===== src/rtl/image_writer.sv =====
// image_writer: unpacks a raster-ordered R,G,B byte stream into one-cycle frame-buffer pixel writes.
// Optional running byte checksum enabled by defining IMAGE_WRITER_CHECKSUM_EN.
`default_nettype none

module image_writer #(
    parameter int IMAGE_WIDTH  = 48,
    parameter int IMAGE_HEIGHT = 48
) (
    input  logic       clk,
    input  logic       rst,
    input  logic       start,
    input  logic [7:0] in_data,
    input  logic       in_valid,
    output logic       in_ready,
    output logic       wr_en,
    output logic [9:0] wr_x,
    output logic [9:0] wr_y,
    output logic [7:0] wr_r,
    output logic [7:0] wr_g,
    output logic [7:0] wr_b,
    output logic       busy,
    output logic       done,
    output logic       abort,
    output logic [7:0] checksum
);

    localparam logic [9:0] X_LAST = 10'(IMAGE_WIDTH - 1);
    localparam logic [9:0] Y_LAST = 10'(IMAGE_HEIGHT - 1);

    typedef enum logic [2:0] {
        S_IDLE  = 3'd0,
        S_GET_R = 3'd1,
        S_GET_G = 3'd2,
        S_GET_B = 3'd3,
        S_WRITE = 3'd4,
        S_DONE  = 3'd5
    } state_t;

    state_t     state_q, state_d;
    logic [9:0] x_q, x_d, y_q, y_d;
    logic [7:0] r_q, r_d, g_q, g_d;
    logic [9:0] wr_x_q, wr_x_d, wr_y_q, wr_y_d;
    logic [7:0] wr_r_q, wr_r_d, wr_g_q, wr_g_d, wr_b_q, wr_b_d;
    logic       in_ready_q, in_ready_d, wr_en_q, wr_en_d, busy_q, busy_d;
    logic       done_q, done_d, abort_q, abort_d;
    logic       accept;

    // A restart takes priority over a byte offered in the same cycle.
    assign accept = in_valid & in_ready_q & ~start;

    always_comb begin
        state_d = state_q;
        x_d     = x_q;
        y_d     = y_q;
        r_d     = r_q;
        g_d     = g_q;
        wr_x_d  = wr_x_q;
        wr_y_d  = wr_y_q;
        wr_r_d  = wr_r_q;
        wr_g_d  = wr_g_q;
        wr_b_d  = wr_b_q;
        abort_d = 1'b0;

        case (state_q)
            S_IDLE, S_DONE: begin
                state_d = S_IDLE;
                if (start) begin
                    state_d = S_GET_R;
                    x_d     = '0;
                    y_d     = '0;
                end
            end
            S_GET_R: if (accept) begin
                r_d     = in_data;
                state_d = S_GET_G;
            end
            S_GET_G: if (accept) begin
                g_d     = in_data;
                state_d = S_GET_B;
            end
            S_GET_B: if (accept) begin
                wr_x_d  = x_q;
                wr_y_d  = y_q;
                wr_r_d  = r_q;
                wr_g_d  = g_q;
                wr_b_d  = in_data;
                state_d = S_WRITE;
            end
            S_WRITE: begin
                state_d = S_GET_R;
                if (x_q == X_LAST) begin
                    x_d = '0;
                    if (y_q == Y_LAST) begin
                        state_d = S_DONE;
                    end else begin
                        y_d = y_q + 10'd1;
                    end
                end else begin
                    x_d = x_q + 10'd1;
                end
            end
            default: state_d = S_IDLE;
        endcase

        if (start && busy_q) begin
            state_d = S_GET_R;
            x_d     = '0;
            y_d     = '0;
            abort_d = 1'b1;
        end

        in_ready_d = (state_d == S_GET_R) || (state_d == S_GET_G) || (state_d == S_GET_B);
        busy_d     = in_ready_d || (state_d == S_WRITE);
        wr_en_d    = (state_d == S_WRITE);
        done_d     = (state_d == S_DONE);
    end

    always_ff @(posedge clk or posedge rst) begin
        if (rst) begin
            state_q    <= S_IDLE;
            x_q        <= '0;
            y_q        <= '0;
            r_q        <= '0;
            g_q        <= '0;
            wr_x_q     <= '0;
            wr_y_q     <= '0;
            wr_r_q     <= '0;
            wr_g_q     <= '0;
            wr_b_q     <= '0;
            in_ready_q <= 1'b0;
            wr_en_q    <= 1'b0;
            busy_q     <= 1'b0;
            done_q     <= 1'b0;
            abort_q    <= 1'b0;
        end else begin
            state_q    <= state_d;
            x_q        <= x_d;
            y_q        <= y_d;
            r_q        <= r_d;
            g_q        <= g_d;
            wr_x_q     <= wr_x_d;
            wr_y_q     <= wr_y_d;
            wr_r_q     <= wr_r_d;
            wr_g_q     <= wr_g_d;
            wr_b_q     <= wr_b_d;
            in_ready_q <= in_ready_d;
            wr_en_q    <= wr_en_d;
            busy_q     <= busy_d;
            done_q     <= done_d;
            abort_q    <= abort_d;
        end
    end

`ifdef IMAGE_WRITER_CHECKSUM_EN
    logic [7:0] sum_q, sum_d;

    always_comb begin
        sum_d = sum_q;
        if (start) begin
            sum_d = '0;
        end else if (accept) begin
            sum_d = sum_q + in_data;
        end
    end

    always_ff @(posedge clk or posedge rst) begin
        if (rst) begin
            sum_q <= '0;
        end else begin
            sum_q <= sum_d;
        end
    end

    assign checksum = sum_q;
`else
    assign checksum = 8'd0;
`endif

    assign in_ready = in_ready_q;
    assign wr_en    = wr_en_q;
    assign wr_x     = wr_x_q;
    assign wr_y     = wr_y_q;
    assign wr_r     = wr_r_q;
    assign wr_g     = wr_g_q;
    assign wr_b     = wr_b_q;
    assign busy     = busy_q;
    assign done     = done_q;
    assign abort    = abort_q;

endmodule

`default_nettype wire


===== config.mk =====
export PLATFORM = sky130hd
export DESIGN_NAME = image_writer
export DESIGN_NICKNAME = d
export VERILOG_FILES = /design/src/rtl/image_writer.sv
export SDC_FILE = /design/constraint.sdc
export NUM_CORES = 1
export LEC_CHECK = 0
export ABC_CLOCK_PERIOD_IN_PS = 3400
export CORE_ASPECT_RATIO = 1.4
export CORE_MARGIN = 5
export CORE_UTILIZATION = 35
export CTS_CLUSTER_DIAMETER = 40
export DETAILED_ROUTE_END_ITERATION = 7
export PLACE_DENSITY = 0.58
export SETUP_SLACK_MARGIN = 0.15
export SLEW_MARGIN = 20
export SYNTH_ARGS = -nofsm -noshare
export SYNTH_HDL_FRONTEND = slang
export SYNTH_SLANG_ARGS = --single-unit

===== constraint.sdc =====
create_clock -name clk -period 3.4 [get_ports clk]
set_input_delay 0.68 -clock clk [delete_from_list [all_inputs] [get_ports clk]]
set_output_delay 0.68 -clock clk [all_outputs]
set_load 0.05 [all_outputs]

==> out/metrics.yaml <==
finish:
  syn2layout_area_growth_pct: 28.8
  post-route-util: 0.462
  drive_above_1_share: 0.246
  nNetsFinal: 371
  diodes: 0
clocking:
  ctsHtreeMaxLevel: 3
  cts_buffer_depth: 2
  postCtsSetupBuffers: 0
  numCtsBuffers: 9
  clk_latency_ps: 330
  path_clk_slew_ps: 60
  cts_tree: "done"
  cts-root-buf: "clkbuf_16"
  holdBufCountCts: 0
  clkSinkCount: 88
  cts_resized: 0
floorplan:
  core-area_mm2: 0.0105
  die_y_um: 132
  die_w_um: 97.5
  start_util: 0.358
  num_rows: 44
  dieArea_mm2: 0.0129
  io_pins: 69
power:
  p_sw_mw: 1.17
  power_leakage_nw: 2.11
  p_per_area_mw_per_mm2: 719
  internal-power_mw: 2.30
  p_seq_frac: 0.393
  swShare: 0.337
  ir_worst_vdd_v: 0.000411
  pwr-share-clk: 0.301
  combPwrFrac: 0.306
timing:
  min_period_over_period: 0.725
  maxSlewViolCount: 0
  rsz0062_at_grt: "false"
  min_period_ps: 2470
  fin_worst_skew_ps: 5.56
  finalSetupViolations: 0
  maxSlewHeadroom: 0.580
  fmax_mhz: 406
  finalHoldViolations: 0
  tns_ps: 0
  worstMarginPinSlew_ps: 625
yosys:
  synth.avg_cell_area_um2: 12.8
  synth_ff_type: "dfrtp_1"
  synth_area_leader_cell: "dfrtp_1"
  seq_area_frac_synth: 0.587
  synth_cell_type_count: 42
  synth.ff_latch_count: 88
  netlist_area_mm2: 0.00375
  synthAdderAreaFrac: 0.00668
  syn_inst: 294
  synth_edf_count: 0
  synth_xor_area_frac: 0.0187
  synth_top_family_by_area: "multiplexers"
  synth_compound_area_frac: 0.0501
  synth_simple_gate_area_frac: 0.113
  yosysWarnings: 0
  synth_top_area_share: 0.587
  synthMuxAreaShare: 0.189
  async_flop_share: 1.00
  yosys-top-cells-area: "dfrtp_1, mux2_2, nor2_1"
detailed_routing:
  antenna_left: 0
  first_pass_iters: 4
  vias_per_cell: 4.90
  wl_per_cell_um: 15.0
  drt_iter0_markers: 119
  drc: 0
  vias: 2448
  wl_um: 7510
critical_path:
  cp.buffers_inverters: 2
  crit_cells: 6
  start_kind: "primary input"
  cp_slowest_cell: "clkdlybuf4s50_1"
  worstPathCellList: "clkdlybuf4s50_1, nand3b_1, nor2_1, and3_2, buf_12, mux2_2"
  critical_path_class: "primary input to register"
  cp.arrival_ps: 2680
  rr_worst_depth: 5
  cp_data_required_time_ps: 3620
  cpLargestDelayFamily: "simple AND/OR/NAND/NOR gates"
  cpPeakStageDelay_ps: 510
  crit_path_end_kind: "register"
  worstPathMaxFanout: 32
job:
  drv_cap: 0
worst_hold_path:
  hp-class: "register to register"
  whs_path_depth: 1
run_status:
  status: "complete, no violations"
grt:
  grt_pass1_vias: 2555
  grt_util_all_layers: 0.123
  grt_pass1_wl_um: 13000
  grt_max_degree: 54
  antenna_found_initial: 0
  gr-total-overflow: 0
placement:
  numPortBuffers: 60
  hpwlAfterDp_um: 5260
  routabilityCongestion: 0.824
power groups by stage:
| stage | sequential, mW | clock, mW | combinational [mW] |
|---|---|---|---|
| after CTS | 1.37 | 1.08 | 1.08 |
| after floorplan | 1.81 | 0 | 0.284 |
| after detailed placement | 1.38 | 0 | 1.07 |
| after global routing | 1.39 | 1.13 | 1.12 |
| after global placement | 1.38 | 0 | 1.06 |
| final | 1.36 | 1.05 | 1.06 |
per-layer routing:
layer,track usage,up-vias,share of wire
li1,-,1161,-
met1,0.148,1224,0.43
met4,0.0393,0,0.012
met2,0.198,54,0.49
met5,0,-,0
met3,0.0548,9,0.072
state kept, by name, summed over array words and instances, names as in the netlist:
register and count:
wr_x 10, done 1, wr_b 8, state_q 3, in_ready 1, wr_y 10, abort 1, busy 1
y_q 10, wr_en 1, r_q 8, wr_r 8, wr_g 8, g_q 8, x_q 10
layout make-up:
type	count	area, um2
Tap cell	138	173
Inverter	7	27.5
Multi-Input combinational cell	188	1450
Clock inverter	3	47.5
Fill cell	953	5630
Timing Repair Buffer	63	648
Sequential cell	88	2200
Clock buffer	13	280
worst register-to-register path: cells and delay by family, from the launching register on:
family	cells	cell delay [ps]
flops	1	430
simple gates	5	1540
cells in the mapped netlist (all sizes together) (3+ instances only):
| master | n |
|---|---|
| a21oi | 7 |
| and3 | 3 |
| buf | 13 |
| clkbuf | 5 |
| dfrtp | 88 |
| inv | 7 |
| mux2 | 61 |
| nand2 | 12 |
| nand2b | 5 |
| nand3 | 8 |
| nand4 | 5 |
| nor2 | 23 |
| nor3 | 5 |
| o21ai | 9 |
| o31ai | 3 |
| or4 | 4 |
| xnor2 | 8 |
placed cells by master, fill, tap and decap left out, drive strengths merged, types with 6 or more instances in the layout:
master / instances
conb: 8
clkbuf: 13
nor2: 23
xnor2: 8
inv: 6
o21ai: 9
nand3: 8
mux2: 61
a21oi: 7
nand2: 12
clkdlybuf4s50: 60
dfrtp: 88
kinds of logic after synthesis:
| kind of cell | after synthesis |
|---|---|
| AND/OR/NAND/NOR | 77 |
| XOR/XNOR | 8 |
| adder cells (fa/ha/maj) | 2 |
| other | 1 |
| multiplexers | 63 |
| AO/OA/AOI/OAI | 30 |
| buffers and inverters | 25 |
| flip-flops | 88 |
final timing paths:
| check | start | to | slack [ps] |
|---|---|---|---|
| worst max-delay path | start | wr_y[2] | 930 |
| max in group asynchronous | rst | wr_y[5] | 1990 |
| worst min-delay path | g_q[1] | wr_g[1] | 500 |
| worst min register to register | g_q[1] | wr_g[1] | 500 |
| worst max register to register | x_q[7] | x_q[7] | 1300 |
| min in group asynchronous | rst | wr_b[2] | 730 |
through the flow:
| step | std cells | power [mW] | setup slack (ps) | area, um2 | hold WS [ps] |
|---|---|---|---|---|---|
| floorplan | 301 | 2.10 | 441 | 3770 | 474 |
| global route | 500 | 3.64 | 790 | 4830 | 516 |
| finish | 500 | 3.47 | 934 | 4830 | 500 |
| global placement | 484 | 2.44 | 605 | 4500 | 480 |
| CTS | 500 | 3.52 | 917 | 4830 | 504 |
| detailed placement | 484 | 2.46 | 550 | 4500 | 485 |
No activity file was read; power rests on OpenSTA's default activity.
==> edit 1 (same settings) <==
Re-encode `state_t` (6 states) as one-hot, 6 bits wide.
--- a/src/rtl/image_writer.sv
+++ b/src/rtl/image_writer.sv
@@ -27,13 +27,13 @@
     localparam logic [9:0] X_LAST = 10'(IMAGE_WIDTH - 1);
     localparam logic [9:0] Y_LAST = 10'(IMAGE_HEIGHT - 1);
 
-    typedef enum logic [2:0] {
-        S_IDLE  = 3'd0,
-        S_GET_R = 3'd1,
-        S_GET_G = 3'd2,
-        S_GET_B = 3'd3,
-        S_WRITE = 3'd4,
-        S_DONE  = 3'd5
+    typedef enum logic [5:0] {
+        S_IDLE  = 6'b000001,
+        S_GET_R = 6'b000010,
+        S_GET_G = 6'b000100,
+        S_GET_B = 6'b001000,
+        S_WRITE = 6'b010000,
+        S_DONE  = 6'b100000
     } state_t;
 
     state_t     state_q, state_d;
Check against the original RTL: same outputs for any inputs over 10 cycles, from zero or initial values and one cycle with rst high; not proved beyond that.
==> edit 1 against the original RTL <==
Setup slack barely moved; cell area rose by 5.6%; synthesized cell count rose by 8.5%; routed wire length rose by 11%; sequential cell count rose by 3; via count rose by 7.7%; synthesized area rose by 6.5%; critical path type unchanged; largest cell class unchanged; highest routed layer unchanged.
Power is not compared: it rests on default switching activity, and its combinational part moved more than twofold at a synthesized area within 25%.
==> edit 1: results (changes against the original RTL) <==
Finish
  • Final net count: 396 (+6.7%)
  • Number of diodes: 0 (unchanged)
  • Fill count: 1059 (+11%)
  • Fraction of layout cells with a size suffix above 1: 23.8% (-0.81 points)

CTS
  • Worst-case clock buffer depth: 2 (unchanged)
  • Worst skew pair latency: 340 ps
  • Total CTS buffers: 9 (unchanged)
  • H-tree depth: 3 (unchanged)
  • Clk pin slew, worst setup/hold paths: 60 ps (about the same)
  • Clock root buffer master: clkbuf_16
  • Post-CTS Setup Inserts: 0 (unchanged)
  • Post_cts resized: 0 (unchanged)
  • CTS Hold Buffers Added: 0 (unchanged)

Yosys
  • Post-synthesis async set-or-reset flop share: 100% (unchanged)
  • Synth cell types: 48 (+14%)
  • Sequential-to-total area share from yosys stat: 57.0% (-1.7 points)
  • Warnings, synthesis: 0 (unchanged)
  • Post-Synth XOR/XNOR Area: 1.75% (-0.11 points)
  • Synth top cells by count: 90 x dfrtp_1, 58 x mux2_2, 25 x nand2_1
  • Area contributors post-synth: dfrtp_1 56%, mux2_2 16%, nand2_1 2.3%, o21ai_0 1.8%, xnor2_1 1.5%
  • Adder and majority cell fraction of the synthesized area: 0.627% (-0.041 points)
  • Synth Area in Compound Gates: 6.48% (+1.5 points)
  • Mux cell area share after synthesis: 16.9% (-1.9 points)

Timing
  • Worst Skew: 5.38 ps (-0.175 ps)
  • Worst-margin pin slew: 659 ps (+34.0 ps)

Global routing
  • First-pass GRT wire length: 14000 µm (+7.8%)
  • Largest net degree at the start of global routing: 56 (+3.7%)
  • Initial antenna violation count: 0 (unchanged)
  • Vias in the first global route: 2754 (+7.8%)
  • Global Route Usage Sum: 13.0% (+0.73 points)

Setup path
  • Data arrival, critical path: 2710 ps (+30 ps)
  • Highest-delay cell along the critical path: clkdlybuf4s50_1
  • Largest stage delay, worst path: 490 ps (-20 ps)
  • Worst Setup SP: start
  • Worst R2R Start: state_q[1]
  • CP max FO: 9 (-72%)

Min path
  • HP Class: flop to flop
  • Hold_sp: r_q[3]

Power
  • Sw Share: between 20% and 30%
  • P_leak: 0.00234 µW
  • Worst vdd ir: roughly 0.35 mV

Place
  • Port buffer count: 60 (unchanged)
  • Gpl congestion: 0.813 (-1.3%)
  • Dpl hpwl: 6040 µm (+15%)

Drt
  • Met3 WL post-DR: 417 µm (-23%)
  • Routed len/inst: 15.7 µm (+4.8%)
  • Vias: 2637 (+7.7%)
  • Wire length on met1: 3500 µm (+8.8%)
  • Met2 routed WL: 4320 µm (+18%)
  • First-pass DRT Iterations: 4 (unchanged)
  • Initial detailed-routing violation count: 82 (-31%)
  • Max Used Layer: met4

Run status
  • Outcome: complete, no violations
edit 1: cell types whose count changed after synthesis, moves of 5 or more:
cell / change
nor2_1: -8
nand2b_1: -5
nand2_1: +13
nor3_1: +5
o21ai_0: +5
edit 1: cells by family (layout without fill, tap and decap cells):
| family | Yosys count | count (layout) |
|---|---|---|
| simple gates | 93 | 93 |
| compound gates | 39 | 39 |
| buf+inv | 25 | 86 |
| mux | 60 | 60 |
| flops | 91 | 91 |
| fa+ha+maj | 2 | 2 |
| xor+xnor | 8 | 8 |
| other cells | 1 | 8 |
edit 1: final cells by class:
class,instances,area [µm²],share of cell area [%]
tap,144,180,3.53
multi-input combinational,210,1610,31.7
inverter,7,27.5,0.540
sequential,91,2280,44.7
timing repair buffer,63,648,12.7
clock buffer,9,225,4.42
clock inverter,7,124,2.43
edit 1: critical path: cells and delay by family:
kind	cells	cell delay, ps
buffers and inverters	2	670
AND/OR/NAND/NOR	2	650
AO/OA/AOI/OAI	3	710
edit 1: worst paths after layout:
check	to	slack, ps	cells after the start
min in group asynchronous	wr_y[0]	740	2
worst min register to register	wr_r[3]	500	1
worst max-delay path	y_q[5]	930	7
worst min-delay path	wr_r[3]	500	1
worst max register to register	wr_b[0]	1310	4
max in group asynchronous	state_q[0]	1910	3
edit 1: per-layer routing:
metal,vias up,track usage (%)
met5,-,0
met4,0,4.34
met3,10,3.90
met2,62,22.5
met1,1313,15.3
li1,1252,-
edit 1: per-stage QoR:
stage                     utilization [%]  hold WS [ps]  std cells  area (µm²)  setup WS [ps]
after detailed placement             42.1           484        515        4750            598
after floorplan                         -           475        326        4020            358
after CTS                            45.2           503        531        5100            957
final                                45.2           499        531        5100            934
after global routing                 45.2           515        531        5100            759
after global placement               42.1           482        515        4750            650
edit 1: power by group through the flow:
stage | clock network (µW) | logic [µW] | registers, µW
2_1_floorplan | 0 | 301 | 1300
3_5_place_dp | 0 | 460 | 1270
5_1_grt | 1220 | 495 | 1270
4_1_cts | 1180 | 462 | 1260
6_report | 1150 | 455 | 1250
3_3_place_gp | 0 | 453 | 1270
==> edit 2 (same flow settings) <==
Without the edit above. The option `IMAGE_WRITER_CHECKSUM_EN` is turned on by a define.
--- a/src/rtl/image_writer.sv
+++ b/src/rtl/image_writer.sv
@@ -1,6 +1,8 @@
 // image_writer: unpacks a raster-ordered R,G,B byte stream into one-cycle frame-buffer pixel writes.
 // Optional running byte checksum enabled by defining IMAGE_WRITER_CHECKSUM_EN.
 `default_nettype none
+
+`define IMAGE_WRITER_CHECKSUM_EN
 
 module image_writer #(
     parameter int IMAGE_WIDTH  = 48,
Behaviour: not the same (Yosys sat finds a counterexample within 4 cycles, from zero or initial values and one cycle with rst high).
==> edit 2 against the original RTL <==
Synthesized area rose by 19%; routed wire length rose by 28%; synthesized cell count rose by 27%; cell area rose by 15%; total power rose by 4.6%; first-iteration DRC count fell by 47%; sequential cell count rose by 8; non-clock buffer count rose by 9; setup slack got worse by 100 ps; highest routed layer unchanged.
==> edit 2: results (changes against the original RTL) <==
Run status
  • Outcome: complete, no violations

Yosys
  • Post-synthesis async set-or-reset flop share: 100% (unchanged)
  • Post-synth top flop: dfrtp_1
  • Net Count, Synth: approximately 400
  • Warnings, synthesis: 0 (unchanged)
  • Area contributors post-synth: dfrtp_1 54%, mux2_2 15%, ha_1 2.5%, o21ai_0 2.3%, nand2_1 1.9%
  • Synth top cells by count: 96 x dfrtp_1, 61 x mux2_2, 23 x nand2_1
  • Synth cell types: 50 (+19%)
  • Sequential-to-total area share from yosys stat: 54.0% (-4.7 points)
  • Syn Inst Count: 374 (+27%)

CTS
  • Clk pin slew, worst setup/hold paths: 60 ps (about the same)
  • Post-CTS Setup Inserts: 0 (unchanged)
  • Total CTS buffers: 9 (unchanged)
  • Post_cts resized: 0 (unchanged)
  • Clock root buffer master: clkbuf_16
  • H-tree depth: 3 (unchanged)
  • Worst-case clock buffer depth: 2 (unchanged)
  • Worst skew pair latency: 330 ps (about the same)

Drt
  • Initial detailed-routing violation count: 63 (-47%)
  • Routed len/inst: 16.2 µm (+8.0%)
  • First-pass DRT Iterations: 4 (unchanged)
  • Vias/cell: 5.28 (+7.8%)

Setup path
  • Data arrival, critical path: 2780 ps (+100 ps)
  • CP max FO: 4 (-88%)
  • R2R Setup Slk: 1270 ps (-30 ps)
  • Worst R2R Path Depth: 7 (+2)

Global routing
  • Global Route Usage Sum: 13.3% (+1.0 points)
  • Initial antenna violation count: 0 (unchanged)
  • Total congestion overflow: 0 (unchanged)
  • Vias in the first global route: 3328 (+30%)
  • Largest net degree at the start of global routing: 61 (+13%)
  • First-pass GRT wire length: 16500 µm (+27%)

Timing
  • Final Setup Violations: 0 (unchanged)
  • Final WS setup: 833 ps (-101 ps)
  • Hold Slack: 495 ps (-4.50 ps)
  • Worst slew margin: 51.0% (-6.9 points)
  • Worst Skew: 5.08 ps (-0.477 ps)

Place
  • Pre-CTS setup slack: 493 ps (-57.1 ps)
  • Gpl congestion: 0.800 (-2.9%)
  • Dpl hpwl: 6780 µm (+29%)
  • Inst Count DP: 578 (+19%)
  • Port buffer count: 68 (+13%)
  • Placed inst area: 5260 µm² (+17%)

Min path
  • HP Class: flop to flop
  • Cells on Worst Hold Path: 1 (unchanged)

Finish
  • Final net count: 461 (+24%)
  • Fin cells: 594 (+19%)
  • Fill count: 1160 (+22%)
  • Number of diodes: 0 (unchanged)
  • Finished Cell Area: 5570 µm² (+15%)
  • Fraction of layout cells with a size suffix above 1: 20.3% (-4.3 points)

Power
  • Internal Power: 2420 µW (+5.1%)
  • P_leak: 0.00243 µW (+15%)
  • Worst vdd ir: 0.312 mV (-24%)
-- edit 2: cell types whose count changed after synthesis, moves of 6 or more --
cell     delta
a21oi_1    +10
o21ai_0    +11
xnor2_1     -6
nand2_1    +11
ha_1        +7
nand3_1     +6
dfrtp_1     +8
-- edit 2: cells by family after synthesis --
| kind of cell | count (synthesis) | share of synthesized area (%) |
|---|---|---|
| AND/OR/NAND/NOR | 107 | 13.2 |
| buffers and inverters | 24 | 3.21 |
| flip-flops | 96 | 54.0 |
| AO/OA/AOI/OAI | 71 | 10.1 |
| XOR/XNOR | 3 | 0.591 |
| multiplexers | 63 | 15.9 |
| adder cells (fa/ha/maj) | 10 | 2.98 |
-- edit 2: per-layer routing --
metal	GRT usage [%]	part of all wire [%]
met5	0	0
met4	4.78	1.5
met3	3.33	4.8
met2	22.9	51
met1	16.3	43
-- edit 2: final timing paths --
kind,from,end
worst max register to register,checksum[0],checksum[6]
min in group asynchronous,rst,wr_b[7]
worst min register to register,r_q[2],wr_r[2]
worst min-delay path,r_q[2],wr_r[2]
worst max-delay path,in_data[0],checksum[6]
max in group asynchronous,rst,checksum[7]
-- edit 2: critical path, cell delays in order --
cell,delay [ps]
clkdlybuf4s50_1,460
ha_1,260
fa_1,400
a21o_1,170
a21oi_1,200
o21ai_0,140
mux2i_1,140
a311o_1,320
-- edit 2: power groups by stage --
stage	Sequential [µW]	Combinational (µW)	Clock [µW]
finish	1440	1130	1060
global route	1470	1190	1140
CTS	1440	1140	1100
detailed placement	1460	1140	0
global placement	1460	1130	0
floorplan	1900	329	0
-- edit 2: layout make-up --
type | count | share of cell area (%)
multi-input cells | 254 | 34.2
inverters | 6 | 0.449
clock buffers | 13 | 4.49
flip-flops and latches | 96 | 43.1
clock inverters | 3 | 1.17
repair buffers | 72 | 13.2
well taps | 150 | 3.37
